File: src/rtl/alu_share_arb.sv
// ============================================================================
//  Module   : alu_share_arb
//  Purpose  : Round-robin arbiter/sequencer sharing one 17-bit ALU between the
//             EX stage (requester 0) and the coprocessor/debug port (1).
//  Revision : 1.0 - initial release
// ============================================================================
`default_nettype none

module alu_share_arb #(
   parameter int         MUL_LAT  = 3,
   parameter int         CNT_W    = 4,
   parameter logic [3:0] MUL_FUNC = 4'h3
) (
   input  logic        clk,
   input  logic        rst,
   input  logic        req0,
   input  logic        req1,
   input  logic [3:0]  func0,
   input  logic [3:0]  func1,
   input  logic [16:0] srca0,
   input  logic [16:0] srca1,
   input  logic [16:0] srcb0,
   input  logic [16:0] srcb1,
   input  logic [3:0]  shamt0,
   input  logic [3:0]  shamt1,
   output logic        gnt0,
   output logic        gnt1,
   output logic [16:0] alu_src0,
   output logic [16:0] alu_src1,
   output logic [3:0]  alu_func,
   output logic [3:0]  alu_shamt,
   input  logic [16:0] alu_dst,
   input  logic        alu_ov,
   input  logic        alu_zr,
   input  logic        alu_neg,
   output logic [16:0] rslt,
   output logic        rslt_ov,
   output logic        rslt_zr,
   output logic        rslt_neg,
   output logic        vld0,
   output logic        vld1,
   output logic        busy
);

   localparam bit             c_mul_multi = (MUL_LAT > 1);
   localparam logic [CNT_W-1:0] c_hold_init = CNT_W'(MUL_LAT - 1);
   localparam logic [CNT_W-1:0] c_cnt_one   = CNT_W'(1);

   typedef enum logic [0:0] {
      IDLE = 1'b0,
      HOLD = 1'b1
   } state_t;

   state_t            r_state;
   state_t            w_state_nxt;

   logic              r_last;
   logic              r_owner;
   logic [CNT_W-1:0]  r_cnt;
   logic [3:0]        r_func;
   logic [16:0]       r_srca;
   logic [16:0]       r_srcb;
   logic [3:0]        r_shamt;

   logic              w_accept;
   logic              w_win;
   logic              w_mul_start;

   always_ff @(posedge clk or posedge rst) begin
      if (rst) begin
         r_state <= IDLE;
      end else begin
         r_state <= w_state_nxt;
      end
   end

   always_comb begin
      w_state_nxt = r_state;
      w_accept    = 1'b0;
      w_win       = 1'b0;
      w_mul_start = 1'b0;
      gnt0        = 1'b0;
      gnt1        = 1'b0;
      busy        = 1'b0;
      alu_src0    = '0;
      alu_src1    = '0;
      alu_func    = 4'h0;
      alu_shamt   = 4'h0;
      case (r_state)
         IDLE: begin
            if (req0 || req1) begin
               w_accept = 1'b1;
               // On contention, the requester that did not win last goes next.
               w_win    = (req0 && req1) ? ~r_last : req1;
               gnt0     = ~w_win;
               gnt1     = w_win;
               if (w_win) begin
                  alu_src0  = srca1;
                  alu_src1  = srcb1;
                  alu_func  = func1;
                  alu_shamt = shamt1;
               end else begin
                  alu_src0  = srca0;
                  alu_src1  = srcb0;
                  alu_func  = func0;
                  alu_shamt = shamt0;
               end
               w_mul_start = c_mul_multi && (alu_func == MUL_FUNC);
               if (w_mul_start) begin
                  w_state_nxt = HOLD;
               end
            end
         end
         HOLD: begin
            busy      = 1'b1;
            alu_src0  = r_srca;
            alu_src1  = r_srcb;
            alu_func  = r_func;
            alu_shamt = r_shamt;
            if (r_cnt == c_cnt_one) begin
               w_state_nxt = IDLE;
            end
         end
         default: begin
            w_state_nxt = IDLE;
         end
      endcase
   end

   always_ff @(posedge clk or posedge rst) begin
      if (rst) begin
         r_last   <= 1'b1;
         r_owner  <= 1'b0;
         r_cnt    <= '0;
         r_func   <= 4'h0;
         r_srca   <= '0;
         r_srcb   <= '0;
         r_shamt  <= 4'h0;
         rslt     <= '0;
         rslt_ov  <= 1'b0;
         rslt_zr  <= 1'b0;
         rslt_neg <= 1'b0;
         vld0     <= 1'b0;
         vld1     <= 1'b0;
      end else begin
         vld0 <= 1'b0;
         vld1 <= 1'b0;
         if (r_state == IDLE) begin
            if (w_accept) begin
               r_last <= w_win;
               if (w_mul_start) begin
                  // Freeze the operands so the multiplier sees a stable input.
                  r_owner <= w_win;
                  r_cnt   <= c_hold_init;
                  r_func  <= alu_func;
                  r_srca  <= alu_src0;
                  r_srcb  <= alu_src1;
                  r_shamt <= alu_shamt;
               end else begin
                  rslt     <= alu_dst;
                  rslt_ov  <= alu_ov;
                  rslt_zr  <= alu_zr;
                  rslt_neg <= alu_neg;
                  vld0     <= ~w_win;
                  vld1     <= w_win;
               end
            end
         end else begin
            r_cnt <= r_cnt - c_cnt_one;
            if (r_cnt == c_cnt_one) begin
               rslt     <= alu_dst;
               rslt_ov  <= alu_ov;
               rslt_zr  <= alu_zr;
               rslt_neg <= alu_neg;
               vld0     <= ~r_owner;
               vld1     <= r_owner;
            end
         end
      end
   end

endmodule

`default_nettype wire

File: config.mk
export PLATFORM = sky130hd
export DESIGN_NAME = alu_share_arb
export DESIGN_NICKNAME = d
export VERILOG_FILES = /design/src/rtl/alu_share_arb.sv
export SDC_FILE = /design/constraint.sdc
export NUM_CORES = 1
export LEC_CHECK = 0
export CORE_ASPECT_RATIO = 0.8
export CORE_MARGIN = 4
export CORE_UTILIZATION = 36
export CTS_CLUSTER_SIZE = 14
export DETAILED_ROUTE_END_ITERATION = 7
export PLACE_DENSITY = 0.78
export SLEW_MARGIN = 20
export SYNTH_ARGS = -nofsm -noshare
export SYNTH_HDL_FRONTEND = slang
export SYNTH_SLANG_ARGS = --single-unit
File: constraint.sdc
create_clock -name clk -period 2.5 [get_ports clk]
set_input_delay 0.5 -clock clk [delete_from_list [all_inputs] [get_ports clk]]
set_output_delay 0.5 -clock clk [all_outputs]
set_load 0.005 [all_outputs]
==> metrics.md, run 1 <==
| Metric | Value |
|---|---|
| Syn Nets | 577 |
| Post-Syn Instances | 467 |
| Cell Area, Synth | 4020 sq um |
| Unrepaired setup endpoints after global routing | yes |
| Status | finished with violations |
| WHS | 469 ps |
| Die Ht | 103 um |
| Sequential element share of the synthesized area | 0.442 |
| Number of I/O port buffers | 174 |
| Total GRT Usage | 0.224 |
| Core Area | 10900 sq um |
| # H-tree levels | 3 |
| Main synth FF type | dfrtp_1 |
| Antenna diodes | 0 |
| Slew of the pin with the lowest slew margin | 782 ps |
| DRC | 0 |
| Clock sinks | 71 |
| Clock slew at reported path FFs | 50 ps |
| Post-synth EDFFs | 0 |
| Std cell rows | 34 |
| Final hold vios | 0 |
| 1st-pass router iterations | 6 |
| Via count of the first global-routing pass | 4776 |
| Clk root buf | clkbuf_16 |
| Worst setup startpoint | r_last$_DFFE_PP1P_ |
| Synth area leaders | dfrtp_1, nand2_1, a22oi_1 |
| # fillers | 906 |
| Failing checks | negative setup slack |
| Syn. warnings | 0 |
| Post-synth cell types | 41 |
| Num CTS Buffers | 9 |
| Vias | 4738 |
| Final Net Count | 786 |
| Placed Area | 6340 sq um |
| Area share of the largest cell type after synthesis | 0.436 |
| CTS tree | yes |
| Setup ws final | -108 ps |
| Slew HR | 0.478 |
| Final instance area | 6890 sq um |
| Largest net degree at the start of global routing | 72 |
| Dpl hpwl | 9.93 mm |
| Die width | 126 um |
| Worst Hold Launch | r_func[1]$_DFFE_PP0P_ |
| Crit path time final | 2610 ps |
| P_leak | 0.00318 uW |
| Clk_lat worst skew | 320 ps |
| Worst r2r src | r_last$_DFFE_PP1P_ |
| Routability Congestion | 0.869 |
| Critical Path Source Type | register |
| Crit Path Max Fanout | 10 |
| Worst endpoint data arrival time | 2110 ps |
| Average wire per standard cell | 18.3 um |
| Starting Density | 0.369 |
| Clock Skew | 8.74 ps |
| Register area | 1780 sq um |
| Post-synthesis register bit count | 71 |
| Tcrit/Tclk final | 1.04 |
| Boundary Pins | 175 |
| Pwr dens | 1100 nW/um^2 |
| Asr flop ratio synth | 1.00 |
| Max-cap violations | 0 |
| HP Class | reg -> reg |
| Cell taking the most area after synthesis | dfrtp_1 |
| Final setup viols | 9 |
| Routed Antenna Nets | 0 |
| F_max | 0.384 GHz |
| 1st-iter DRT viols | 391 |
| Die area | 12900 sq um |
| Final WL | 15.1 mm |
| Crit end category | output port |
| Max-slew violations | 0 |
| Area grow syn2layout | 71.3% |
| Crit path kind | reg -> out |
| Peak supply drop | 0.505 mV |
| Syn Area/Cell | 8.61 sq um |
| Worst EP required | 2000 ps |
| Multi-input gate area | 2110 sq um |
| Share of layout cells above drive strength 1 | 0.166 |
| Clock Tree Buf Depth | 2 |
| Overflow after GRT | 0 |
| Via-per-instance ratio | 5.74 |
| First-pass GRT wire length | 23.7 mm |
| Antenna violations before repair | 0 |
| Setup TNS | -937 ps |
cell type report:
cell class                 count  share of cell area
inverter                       3             0.00164
clock buffer                  13              0.0363
multi-input combinational    346               0.307
timing repair buffer         245               0.357
sequential                    71               0.258
clock inverter                 3              0.0131
tap                          144              0.0262
cells by family after synthesis:
logic type	after synthesis	synth area share
adders and majority gates	2	0.00622
xor gates and xnor gates	2	0.00436
muxes	8	0.0212
and+or+nand+nor	183	0.215
AOI/OAI and AO/OA	151	0.259
buffers and inverters	50	0.0520
DFF	71	0.442
what timing repair did:
action | CTS | global route
setup buffers | 3 | 1
endpoints found under the setup margin | 45 | 36
pin swaps | 0 | 1
gates cloned | 3 | 1
gates resized for setup | 23 | 36
hold buffers | 0 | 0
per-stage QoR:
stage,util,std cells,setup slack (ps),power (uW)
4_1_cts,0.623,823,-202,7660
3_5_place_dp,0.582,801,-382,6090
3_3_place_gp,0.582,801,-320,5930
5_1_grt,0.632,825,-225,8130
2_1_floorplan,-,467,205,3810
6_report,0.632,825,-108,7610
synthesized netlist by cell type (all sizes together) (3+ instances only):
cell,instances
nand2,106
dfrtp,70
a31oi,42
a21oi,39
a22oi,39
clkbuf,34
a222oi,16
and2,16
nand3,16
nand4,16
buf,13
nor2,10
mux2,4
mux2i,4
nor2b,4
o21ai,4
o311a,4
or4,4
inv,3
registers in the layout (all words and copies together), names as in the netlist:
| name | flops |
|---|---|
| r_state | 1 |
| r_func | 4 |
| vld1 | 1 |
| r_last | 1 |
| r_srcb | 17 |
| rslt_ov | 1 |
| r_shamt | 4 |
| vld0 | 1 |
| rslt_zr | 1 |
| r_srca | 17 |
| rslt | 17 |
| r_cnt | 4 |
| r_owner | 1 |
| rslt_neg | 1 |
power by group:
part,switching [uW],internal [uW],leakage (uW)
clock,464,1000,0.000164
combinational,1820,2200,0.00216
sequential,400,1720,0.000847
total,2680,4930,0.00318
placed cells by master, fill, tap and decap left out, types with 3 or more instances in the layout:
master,synthesis,layout
a21oi_1,39,39
a222oi_1,16,16
a22oi_1,39,32
a22oi_2,0,7
a31oi_1,42,42
and2_1,16,16
buf_12,0,8
buf_4,0,57
bufinv_16,0,3
clkbuf_1,34,3
clkbuf_16,0,11
clkbuf_2,0,4
clkdlybuf4s50_1,0,138
dfrtp_1,70,69
dlygate4sd2_1,0,15
dlymetal6s2s_1,0,17
mux2_2,3,3
mux2i_1,4,3
nand2_1,106,106
nand3_1,16,16
nand4_1,16,16
nor2_1,10,9
o21ai_0,4,4
o311a_1,4,4
or4_1,4,4
final timing paths:
kind | endpoint | slack [ps] | cells past startpoint
min | r_func[1]$_DFFE_PP0P_ | 470 | 1
max in group asynchronous | r_last$_DFFE_PP1P_ | 1530 | 3
max | alu_shamt[1] | -110 | 6
min in group asynchronous | r_srcb[14]$_DFFE_PP0P_ | 600 | 3
min reg2reg | r_func[1]$_DFFE_PP0P_ | 470 | 1
max reg2reg | r_srca[6]$_DFFE_PP0P_ | 340 | 8
layer usage:
metal | part of all wire | routed length (um) | GRT usage
met1 | 0.41 | 6160 | 0.290
met2 | 0.49 | 7340 | 0.378
met3 | 0.086 | 1300 | 0.0570
met4 | 0.020 | 296 | 0.0651
met5 | 0 | 0 | 0
critical path, cell delays in order (launching register included):
cell and delay [ps]:
dfstp_2 570, nand2b_4 140, nor2b_4 200, clkbuf_16 200
a22oi_1 100, nand2_1 80, clkdlybuf4s50_1 510
No activity file was read; power rests on OpenSTA's default activity.
==> run 2: changes to the inputs <==
==> constraint.sdc (replaced) <==
create_clock -name clk -period 2.45 [get_ports clk]
set_input_delay 0.49 -clock clk [delete_from_list [all_inputs] [get_ports clk]]
set_output_delay 0.49 -clock clk [all_outputs]
set_load 0.005 [all_outputs]
==> metrics.md, run 2 (same netlist as run 1, synthesis figures left out) <==
| Metric | Value |
|---|---|
| Status | finished clean |
| Crit end category | output port |
| Clk root buf | clkbuf_16 |
| CTS Hold Bufs | 0 |
| DRC | 0 |
| Peak supply drop | 0.557 mV |
| Placed Area | 6340 sq um |
| Boundary Pins | 175 |
| Clock Tree Buf Depth | 2 |
| Via-per-instance ratio | 5.58 |
| CTS tree | yes |
| Clk_lat worst skew | 330 ps |
| Dpl hpwl | 9.91 mm |
| Die Ht | 103 um |
| Largest net degree at the start of global routing | 72 |
| # fillers | 869 |
| Antenna diodes | 0 |
| Multi-input gate area | 2260 sq um |
| Worst setup startpoint | r_last$_DFFE_PP1P_ |
| Final instance area | 7210 sq um |
| First-pass GRT wire length | 24.7 mm |
| Std cell rows | 34 |
| Max-slew violations | 0 |
| Starting Density | 0.369 |
| Worst endpoint data arrival time | 1900 ps |
| Worst Hold Launch | r_func[0]$_DFFE_PP0P_ |
| Most common cell after layout, fill and taps aside | clkdlybuf4s50_1 |
| Total GRT Usage | 0.236 |
| Crit path time final | 2390 ps |
| 1st-pass router iterations | 6 |
| Clock slew at reported path FFs | 60 ps |
| Routability Congestion | 0.851 |
| Max incr delay on CP | 550 ps |
| Final Net Count | 826 |
| HP Class | reg -> reg |
| 1st-iter DRT viols | 324 |
| Slew HR | 0.487 |
| Final hold vios | 0 |
| Share of layout cells above drive strength 1 | 0.305 |
| Critical-path cell list | nand2b_4, nor2b_4, buf_12, buf_12, clkbuf_16, buf_6, a22oi_2, nand2_1, buf_2 |
| Routed Antenna Nets | 0 |
| F_max | 0.418 GHz |
| Setup TNS | 0 ps |
| Register area | 1780 sq um |
| Crit path kind | reg -> out |
| Final WL | 15.8 mm |
| Via count of the first global-routing pass | 4870 |
| Commonest cells after routing, fill and taps aside | clkdlybuf4s50_1, nand2_1, buf_4 |
| Clock sinks | 71 |
| Slew of the pin with the lowest slew margin | 769 ps |
| Pwr dens | 1100 nW/um^2 |
| Worst EP required | 1960 ps |
| # H-tree levels | 3 |
| Max-cap violations | 0 |
| Critical Path Source Type | register |
| Slowest stage cell, crit path | dfstp_2 |
| Biggest regs | r_srca: 17 flops, r_srcb: 17 flops, rslt: 17 flops |
| Area grow syn2layout | 79.4% |
| Overflow after GRT | 0 |
| Unrepaired setup endpoints after global routing | yes |
| Worst r2r src | r_last$_DFFE_PP1P_ |
| Tcrit/Tclk final | 0.976 |
| Num CTS Buffers | 9 |
| Number of I/O port buffers | 174 |
| Antenna violations before repair | 0 |
| Die area | 12900 sq um |
| Fin util | 0.662 |
| Die width | 126 um |
| Clock Skew | 9.74 ps |
| P_leak | 0.00317 uW |
| Vias | 4823 |
| Core Area | 10900 sq um |
| Crit Path Max Fanout | 4 |
| CP most frequent cell | buf_12 |
| Average wire per standard cell | 18.3 um |
| Final setup viols | 0 |
==> run 2: cell types whose count changed in the layout (fill, tap and decap cells not counted), moves of 3 or more <==
cell / before / now
clkbuf_2: 4 / 22
a22oi_1: 32 / 2
buf_2: 0 / 16
clkdlybuf4s50_1: 138 / 129
buf_12: 8 / 15
clkinvlp_4: 0 / 3
a22oi_2: 7 / 37
buf_4: 57 / 87
dlygate4sd2_1: 15 / 4
dlymetal6s2s_1: 17 / 0
buf_6: 2 / 5
==> run 2: power breakdown <==
part | switching [uW] | total [uW] | internal [uW]
sequential | 415 | 2170 | 1750
clock | 502 | 1320 | 815
combinational | 2020 | 4420 | 2400
==> run 2: what timing repair did <==
| item | 4_1_cts | 5_1_grt |
|---|---|---|
| buffers inserted | 28 | 16 |
| pin swaps | 17 | 31 |
| resized for setup | 139 | 55 |
| setup endpoints to repair | 44 | 39 |
| gates cloned | 4 | 2 |
==> run 2: path summary, 6_finish.rpt <==
| check | end | slack (ps) | cells after the start |
|---|---|---|---|
| min in group asynchronous | rslt[13]$_DFFE_PP0P_ | 560 | 3 |
| worst min-delay path | r_func[0]$_DFFE_PP0P_ | 480 | 1 |
| max in group asynchronous | r_last$_DFFE_PP1P_ | 1550 | 3 |
| worst max-delay path | alu_src1[3] | 60 | 9 |
| worst min register to register | r_func[0]$_DFFE_PP0P_ | 480 | 1 |
| worst max register to register | r_srca[12]$_DFFE_PP0P_ | 170 | 9 |
==> run 2: metrics by stage <==
stage                     hold WS, ps  cells  setup WS [ps]  total power [uW]
after floorplan                   431    467            165              3890
after global placement            447    802           -340              6070
after detailed placement          466    802           -399              6210
after CTS                         476    850          -95.4              7810
after global routing              492    865          -39.6              8450
final                             477    865           57.7              7900
==> run 2: layer usage <==
metal / global-route usage / vias to the layer above / wire length [um]
li1: - / 2242 / -
met3: 0.0580 / 15 / 999
met1: 0.306 / 2377 / 6810
met2: 0.404 / 189 / 7870
met4: 0.0577 / 0 / 161
met5: 0 / - / 0
==> run 2: area by class of cell <==
cell class                 instances  area share
clock inverter                     5     0.00798
sequential                        71       0.247
clock buffer                      11      0.0336
multi-input combinational        346       0.314
tap                              144      0.0250
inverter                           3     0.00156
timing repair buffer             285       0.371
==> run 2: critical path, delay by kind of cell, from the launching register on <==
family	cells	cell delay, ps
AOI/OAI and AO/OA	1	70
buffers and inverters	5	590
DFF	1	550
and+or+nand+nor	3	360
==> run 3: changes to the inputs <==
--- a/config.mk
+++ b/config.mk
@@ -5,12 +5,13 @@
 export SDC_FILE = /design/constraint.sdc
 export NUM_CORES = 1
 export LEC_CHECK = 0
+export CAP_MARGIN = 5
 export CORE_ASPECT_RATIO = 0.8
 export CORE_MARGIN = 4
 export CORE_UTILIZATION = 36
 export CTS_CLUSTER_SIZE = 14
 export DETAILED_ROUTE_END_ITERATION = 7
-export PLACE_DENSITY = 0.78
+export PLACE_DENSITY = 0.81
 export SLEW_MARGIN = 20
 export SYNTH_ARGS = -nofsm -noshare
 export SYNTH_HDL_FRONTEND = slang
==> constraint.sdc (replaced) <==
create_clock -name clk -period 2 [get_ports clk]
set_input_delay 0.4 -clock clk [delete_from_list [all_inputs] [get_ports clk]]
set_output_delay 0.4 -clock clk [all_outputs]
set_load 0.005 [all_outputs]
==> metrics.md, run 3 (same netlist as run 1, synthesis figures left out) <==
| Metric | Value |
|---|---|
| Status | finished with violations |
| Failing checks | negative setup slack |
| Worst EP required | 1600 ps |
| Die width | 126 um |
| Worst endpoint data arrival time | 1800 ps |
| Clock sinks | 71 |
| Antenna diodes | 0 |
| Critical Path Source Type | register |
| 1st-pass router iterations | 8 |
| Crit Path Max Fanout | 5 |
| 1st-iter DRT viols | 445 |
| Starting Density | 0.369 |
| P_leak | 0.00327 uW |
| Via count of the first global-routing pass | 5310 |
| Routed Antenna Nets | 0 |
| CTS tree | yes |
| Clk_lat worst skew | 320 ps |
| Final hold vios | 0 |
| Setup ws final | -205 ps |
| Final Net Count | 827 |
| Crit path time final | 2200 ps |
| Peak supply drop | 0.606 mV |
| DRC | 0 |
| Clock Skew | 9.76 ps |
| CTS Hold Bufs | 0 |
| Biggest regs | r_srca: 17 flops, r_srcb: 17 flops, rslt: 17 flops |
| Core Area | 10900 sq um |
| Largest net degree at the start of global routing | 72 |
| Slew HR | 0.698 |
| Final setup viols | 76 |
| Num CTS Buffers | 9 |
| Std cell rows | 34 |
| Unrepaired setup endpoints after global routing | yes |
| Average wire per standard cell | 20.1 um |
| Tcrit/Tclk final | 1.10 |
| Pwr dens | 1360 nW/um^2 |
| Area grow syn2layout | 89.0% |
| Crit path kind | reg -> out |
| Die area | 12900 sq um |
| Via-per-instance ratio | 5.83 |
| Clock slew at reported path FFs | 60 ps |
| Final WL | 17.4 mm |
| Number of I/O port buffers | 174 |
| Crit end category | output port |
| Boundary Pins | 175 |
| HP Class | reg -> reg |
| Total GRT Usage | 0.247 |
| Fin util | 0.698 |
| Clk root buf | clkbuf_16 |
| Clock Tree Buf Depth | 2 |
| # fillers | 787 |
| Antenna violations before repair | 0 |
| WHS | 489 ps |
| Overflow after GRT | 0 |
| Commonest cells after routing, fill and taps aside | clkdlybuf4s50_1, nand2_1, buf_4 |
| Most common cell after layout, fill and taps aside | clkdlybuf4s50_1 |
| Die Ht | 103 um |
| Setup TNS | -7430 ps |
| Slew of the pin with the lowest slew margin | 452 ps |
| Vias | 5053 |
| Share of layout cells above drive strength 1 | 0.384 |
| Max-cap violations | 0 |
| Reg2reg path depth | 8 |
| First-pass GRT wire length | 26.0 mm |
| Max-slew violations | 0 |
| Dpl hpwl | 10.2 mm |
| Routability Congestion | 0.826 |
| F_max | 0.454 GHz |
| # H-tree levels | 3 |
| Hold path depth | 1 |
## run 3: worst paths after layout
check / startpoint / slack [ps] / to
min: r_owner$_DFFE_PP0P_ / 490 / vld0$_DFF_PP0_
min in group asynchronous: rst / 550 / r_srca[1]$_DFFE_PP0P_
max in group asynchronous: rst / 1090 / r_state$_DFF_PP0_
max reg2reg: r_last$_DFFE_PP1P_ / -90 / rslt_zr$_DFFE_PP0P_
min reg2reg: r_owner$_DFFE_PP0P_ / 490 / vld0$_DFF_PP0_
max: r_last$_DFFE_PP1P_ / -200 / alu_src1[11]
## run 3: stage by stage
stage / power (uW) / instances / area, sq um / setup WS [ps]
6_report: 10300 / 866 / 7600 / -205
3_5_place_dp: 7680 / 805 / 6370 / -691
2_1_floorplan: 4770 / 467 / 4030 / 25.2
4_1_cts: 9770 / 859 / 7320 / -347
3_3_place_gp: 7460 / 805 / 6370 / -648
5_1_grt: 10900 / 866 / 7600 / -288
## run 3: critical path, cell delays in order, from the launching register on
cell and delay [ps]:
dfstp_2 540, nand2b_4 120, nor2b_4 170, buf_6 150, buf_12 130, buf_6 100
a22oi_2 70, nand2_1 80, buf_2 110
## run 3: layout make-up
class,count,area [sq um],share of cell area
Clock buffer,13,270,0.0355
Clock inverter,3,65.1,0.00856
Inverter,3,15.0,0.00197
Multi-Input combinational cell,346,2560,0.337
Sequential cell,71,1780,0.234
Tap cell,144,180,0.0237
Timing Repair Buffer,286,2730,0.359
## run 3: layer usage
layer / wire length, um / up-vias / global-route usage
met5: 0 / - / 0
li1: - / 2246 / -
met3: 1230 / 35 / 0.0554
met1: 6770 / 2508 / 0.296
met4: 340 / 0 / 0.0816
met2: 9070 / 264 / 0.446
## run 3: power by group
part           leakage, uW  switching, uW  internal (uW)
Combinational      0.00226           2750           3060
Sequential        0.000847            565           2150
Clock             0.000166            599           1190
Total              0.00327           3920           6400
## run 3: repair_timing
item / in CTS / in global routing
endpoints found under the setup margin: 106 / 112
cloned: 8 / 2
resized for setup: 236 / 91
pin swaps: 20 / 36
setup buffers: 31 / 14
==> patch 1 (flow settings as in run 1) <==
Set the parameter `CNT_W` to 6 (it was 4).
--- a/src/rtl/alu_share_arb.sv
+++ b/src/rtl/alu_share_arb.sv
@@ -8,7 +8,7 @@
 
 module alu_share_arb #(
    parameter int         MUL_LAT  = 3,
-   parameter int         CNT_W    = 4,
+   parameter int         CNT_W    = 6,
    parameter logic [3:0] MUL_FUNC = 4'h3
 ) (
    input  logic        clk,
Formal check against the unedited RTL: same outputs for any inputs over 10 cycles, from zero or initial values and one cycle with rst high; that may be too few to reach the edited logic, so the function may still have changed.
==> patch 1 against run 1 <==
Highest routed layer unchanged. Design area shrank 2.0%. Routed wire length is 9.7% lower. Global-route usage down 1.7 points. Worst setup slack improved by 140 ps. Synthesized area shrank 4.3%. Total power fell by 2.2%. Sequential cell count rose by 2.
==> patch 1: results (changes against run 1) <==
stage,metric,value,unit,change
synth,synth_seq_area_share,47.5,%,was 44.2%
global_route,met2_usage,35.4,%,was 37.8%
sta,relSlewSlack,48.7,%,was 47.8%
power_and_ir_drop,p_sw,2600,uW,was 2680 uW
global_route,grt_pass1_vias,4272,,"was 4,776"
synth,yosys.area_share.xor_xnor,0.683,%,was 0.436%
power_and_ir_drop,p_seq_share,29.4,%,was 27.9%
detailed_routing,drt_iter0_markers,148,,was 391
hold_path,min-delay-start,r_func[0],,was r_func[1]
power_and_ir_drop,ir_drop,0.000581,V,was 0.000505 V
global_route,grt_max_degree,40,,was 72
detailed_routing,wl_met3,766,um,was 1300 um
global_route,grt_use_met3,3.87,%,was 5.70%
detailed_routing,dr.pass1.iters,5,,was 6
sta,hold_ws,466,ps,was 469 ps
detailed_routing,drt-met1-wl,5710,um,was 6160 um
global_route,grt_usage,20.7,%,was 22.4%
power_and_ir_drop,clkPwrFrac,18.9,%,was 19.3%
setup_path,ff2ff_path_depth,7,,was 8
sta,fin_crit,2470,ps,was 2610 ps
placed_design,hpwl,9460,um,was 9930 um
finish,fillers,835,,was 906
synth,synth_commonest_cells,"nand2_1, dfrtp_1, nor2_1, a21oi_1, a22oi_1",,"was nand2_1, dfrtp_1, a31oi_1, a21oi_1, a22oi_1"
outcome,outcome,finished clean,,"was finished, violations left"
sta,fin_skew,6.42,ps,was 8.74 ps
setup_path,worst_ep_arrival_time,1970,ps,was 2110 ps
synth,synth_compound_area_share,21.6,%,was 25.9%
synth,synthMuxAreaShare,2.05,%,was 2.12%
detailed_routing,wl_met2,6940,um,was 7340 um
placed_design,gp_congestion,0.762,,was 0.869
finish,fin_nets,788,,was 786
patch 1: cell count changes in the layout (fill, tap and decap cells not counted), moves of 11 or more:
cell | before | now
a222oi_1 | 16 | 0
a31oi_1 | 42 | 0
and2_1 | 16 | 0
nand4_1 | 16 | 0
o221a_1 | 0 | 11
nand2_1 | 106 | 123
nor2_1 | 9 | 53
patch 1: layout make-up:
type | instances | area share, %
clock buffer | 10 | 3.54
tap | 140 | 2.60
multi-input combinational | 344 | 28.7
timing repair buffer | 246 | 36.5
sequential | 73 | 27.1
inverter | 4 | 0.223
clock inverter | 6 | 1.34
patch 1: through the flow:
step	cells	cell area, um^2	util [%]	total power, uW
floorplan	453	3850	-	3830
global placement	793	6200	60.1	5930
detailed placement	793	6200	60.1	6090
CTS	813	6590	63.8	7470
global route	823	6750	65.4	8010
finish	823	6750	65.4	7440
patch 1: what timing repair did:
item,in CTS,in global routing
setup endpoints to repair,44,30
gates resized for setup,25,61
setup buffers,2,9
gates cloned,2,1
pin swaps,0,3
endpoints found under the hold margin,0,0
==> patch 2 (config.mk and constraints of run 1) <==
Made on the original files. Reset style: synchronous (`rst`), changed in 2 clocked blocks.
--- a/src/rtl/alu_share_arb.sv
+++ b/src/rtl/alu_share_arb.sv
@@ -66,7 +66,7 @@
    logic              w_win;
    logic              w_mul_start;
 
-   always_ff @(posedge clk or posedge rst) begin
+   always_ff @(posedge clk) begin
       if (rst) begin
          r_state <= IDLE;
       end else begin
@@ -127,7 +127,7 @@
       endcase
    end
 
-   always_ff @(posedge clk or posedge rst) begin
+   always_ff @(posedge clk) begin
       if (rst) begin
          r_last   <= 1'b1;
          r_owner  <= 1'b0;
Formal check against the unedited RTL: differs if rst is asserted again (counterexample within 4 cycles, from zero or initial values and one cycle with rst high); with rst held inactive, the same outputs for 10 cycles.
==> patch 2 against run 1 <==
Sequential cell count unchanged. Routed wire length fell by 7.3%. Synthesized area down 1.6%. Count of clock-buffer cells in the layout decreased by 3. Design area shrank 2.0%. Highest routed layer unchanged. Critical path depth unchanged. Worst setup slack improved by 160 ps. Critical path type is now in -> out.
Power is not compared: it rests on default switching activity, and its combinational part moved more than twofold at a synthesized area within 25%.
==> patch 2: results (changes against run 1) <==
stage,metric,value,unit,change
setup_path,worst_ep_arrival_time,1940,ps,was 2110 ps
synth,synth_flop_cell,dfxtp_1,,was dfrtp_1
cts,ctsRootBufferMaster,clkbuf_16,,unchanged
sta,drv_slew,0,,unchanged
detailed_routing,drt_iter0_markers,292,,was 391
synth,synthMuxAreaShare,3.57,%,was 2.12%
synth,synthTopCellsByArea,"dfxtp_1, nand2_1, o211ai_1",,"was dfrtp_1, nand2_1, a22oi_1"
setup_path,worst_r2r_startpoint,r_last,,unchanged
synth,avgSynthCellArea,7.92,um^2,was 8.61 um^2
global_route,antenna_found_initial,0,,unchanged
global_route,grt_pass1_vias,4601,,"was 4,776"
cts,cts_buffers,9,,unchanged
sta,relSlewSlack,35.4,%,was 47.8%
sta,fin_skew,3.45,ps,was 8.74 ps
setup_path,endpoint,alu_func[2],,was alu_shamt[1]
power_and_ir_drop,powerComb,910,uW,
power_and_ir_drop,p_leak,0.00258,uW,
placed_design,pre_cts_slack,-433,ps,was -382 ps
cts,clkLatencyLatePin,320,ps,about the same
detailed_routing,vias_per_cell,5.51,,was 5.74
synth,synth_cell_type_count,38,,was 41
synth,async_reset_ff_share,0,%,was 100%
sta,clock.fmax,409,MHz,was 384 MHz
finish,layout-drive-gt1-share,17.8,%,was 16.6%
finish,reg.largest.list,"r_srca (17), r_srcb (17), rslt (17)",,unchanged
power_and_ir_drop,p_seq,1230,uW,
synth,synthAdderAreaFrac,0.632,%,was 0.622%
placed_design,placed_cells,837,,was 801
setup_path,cp_max_fo,5,,was 10
finish,fin_nets,825,,was 786
synth,yosys.area_share.xor_xnor,0,%,was 0.436%
global_route,grt_pass1_wl,22300,um,"was 23,700 um"
synth,synth_compound_area_share,29.9,%,was 25.9%
finish,layoutNonFillerInstCount,858,,was 825
placed_design,gp_congestion,0.925,,was 0.869
cts,ctsLongestPathBuffers,2,,unchanged
setup_path,ff2ff_path_depth,6,,was 8
outcome,outcome,finished clean,,"was finished, violations left"
global_route,grt_max_degree,45,,was 72
global_route,grt_usage,21.2,%,was 22.4%
setup_path,crit_start,req1,,was r_last
synth,synth_commonest_cells,"nand2_1, dfxtp_1, a21oi_1, clkbuf_1, o211ai_1",,"was nand2_1, dfrtp_1, a31oi_1, a21oi_1, a22oi_1"
power_and_ir_drop,ir_drop,0.000315,V,
finish,num_antenna_cells,0,,unchanged
setup_path,r2r_end,r_srcb[13],,was r_srca[6]
detailed_routing,dr.pass1.iters,7,,was 6
placed_design,hpwl,9830,um,was 9930 um
setup_path,r2r_setup_slack,380,ps,was 340 ps
cts,htree_levels,3,,unchanged
detailed_routing,routed_wl,14000,um,"was 15,100 um"
synth,synth_fp_nets,610,,was 577
cts,clkTransAtPathRegs,50,ps,about the same
power_and_ir_drop,swShare,25.6,%,
synth,synth_seq_area_share,35.9,%,was 44.2%
patch 2: through the flow:
step / util (%) / area (um^2)
floorplan: - / 3960
global placement: 60.1 / 6300
detailed placement: 60.1 / 6300
CTS: 64.0 / 6710
global route: 64.4 / 6750
finish: 64.4 / 6750
patch 2: repair_timing:
action	CTS	global route
endpoints found under the setup margin	84	10
pin swaps	13	4
gates cloned	1	0
gates resized for setup	61	10
setup buffers	3	3
patch 2: worst min path at each step:
| stage | cells after the start | to | from | slack (ps) |
|---|---|---|---|---|
| after CTS | 2 | r_srca[9] | r_srca[9] | 460 |
| after detailed placement | 2 | r_srca[9] | r_srca[9] | 450 |
| after global routing | 1 | r_func[3] | r_func[3] | 500 |
| after global placement | 2 | r_srca[15] | r_srca[15] | 440 |
| after floorplan | 2 | r_srca[11] | r_srca[11] | 440 |
| final | 2 | r_srca[15] | r_srca[15] | 460 |
patch 2: cells by family (layout without fill, tap and decap cells):
kind of cell,Yosys count,in the layout
and+or+nand+nor,183,183
AOI/OAI and AO/OA,171,171
DFF,71,71
buffers and inverters,59,277
muxes,14,14
adders and majority gates,2,2
patch 2: area by class of cell:
type / instances / area (um^2)
clock buffer: 10 / 239
sequential: 71 / 1420
inverter: 4 / 15.0
fill: 909 / 3740
tap: 140 / 175
multi-input combinational: 370 / 2390
clock inverter: 4 / 47.5
timing repair buffer: 259 / 2460
patch 2: metal layers:
metal	track usage (%)	wire length (um)	up-vias
met4	6.75	325	0
li1	-	-	2287
met2	35.6	6620	190
met5	0	0	-
met1	26.9	6110	2219
met3	5.38	933	31
patch 2: critical path, cell delays in order:
cell and delay, ps:
clkdlybuf4s15_2 210, a21bo_4 270, buf_4 170, mux2i_1 110, o21ai_0 150, clkdlybuf4s50_1 530
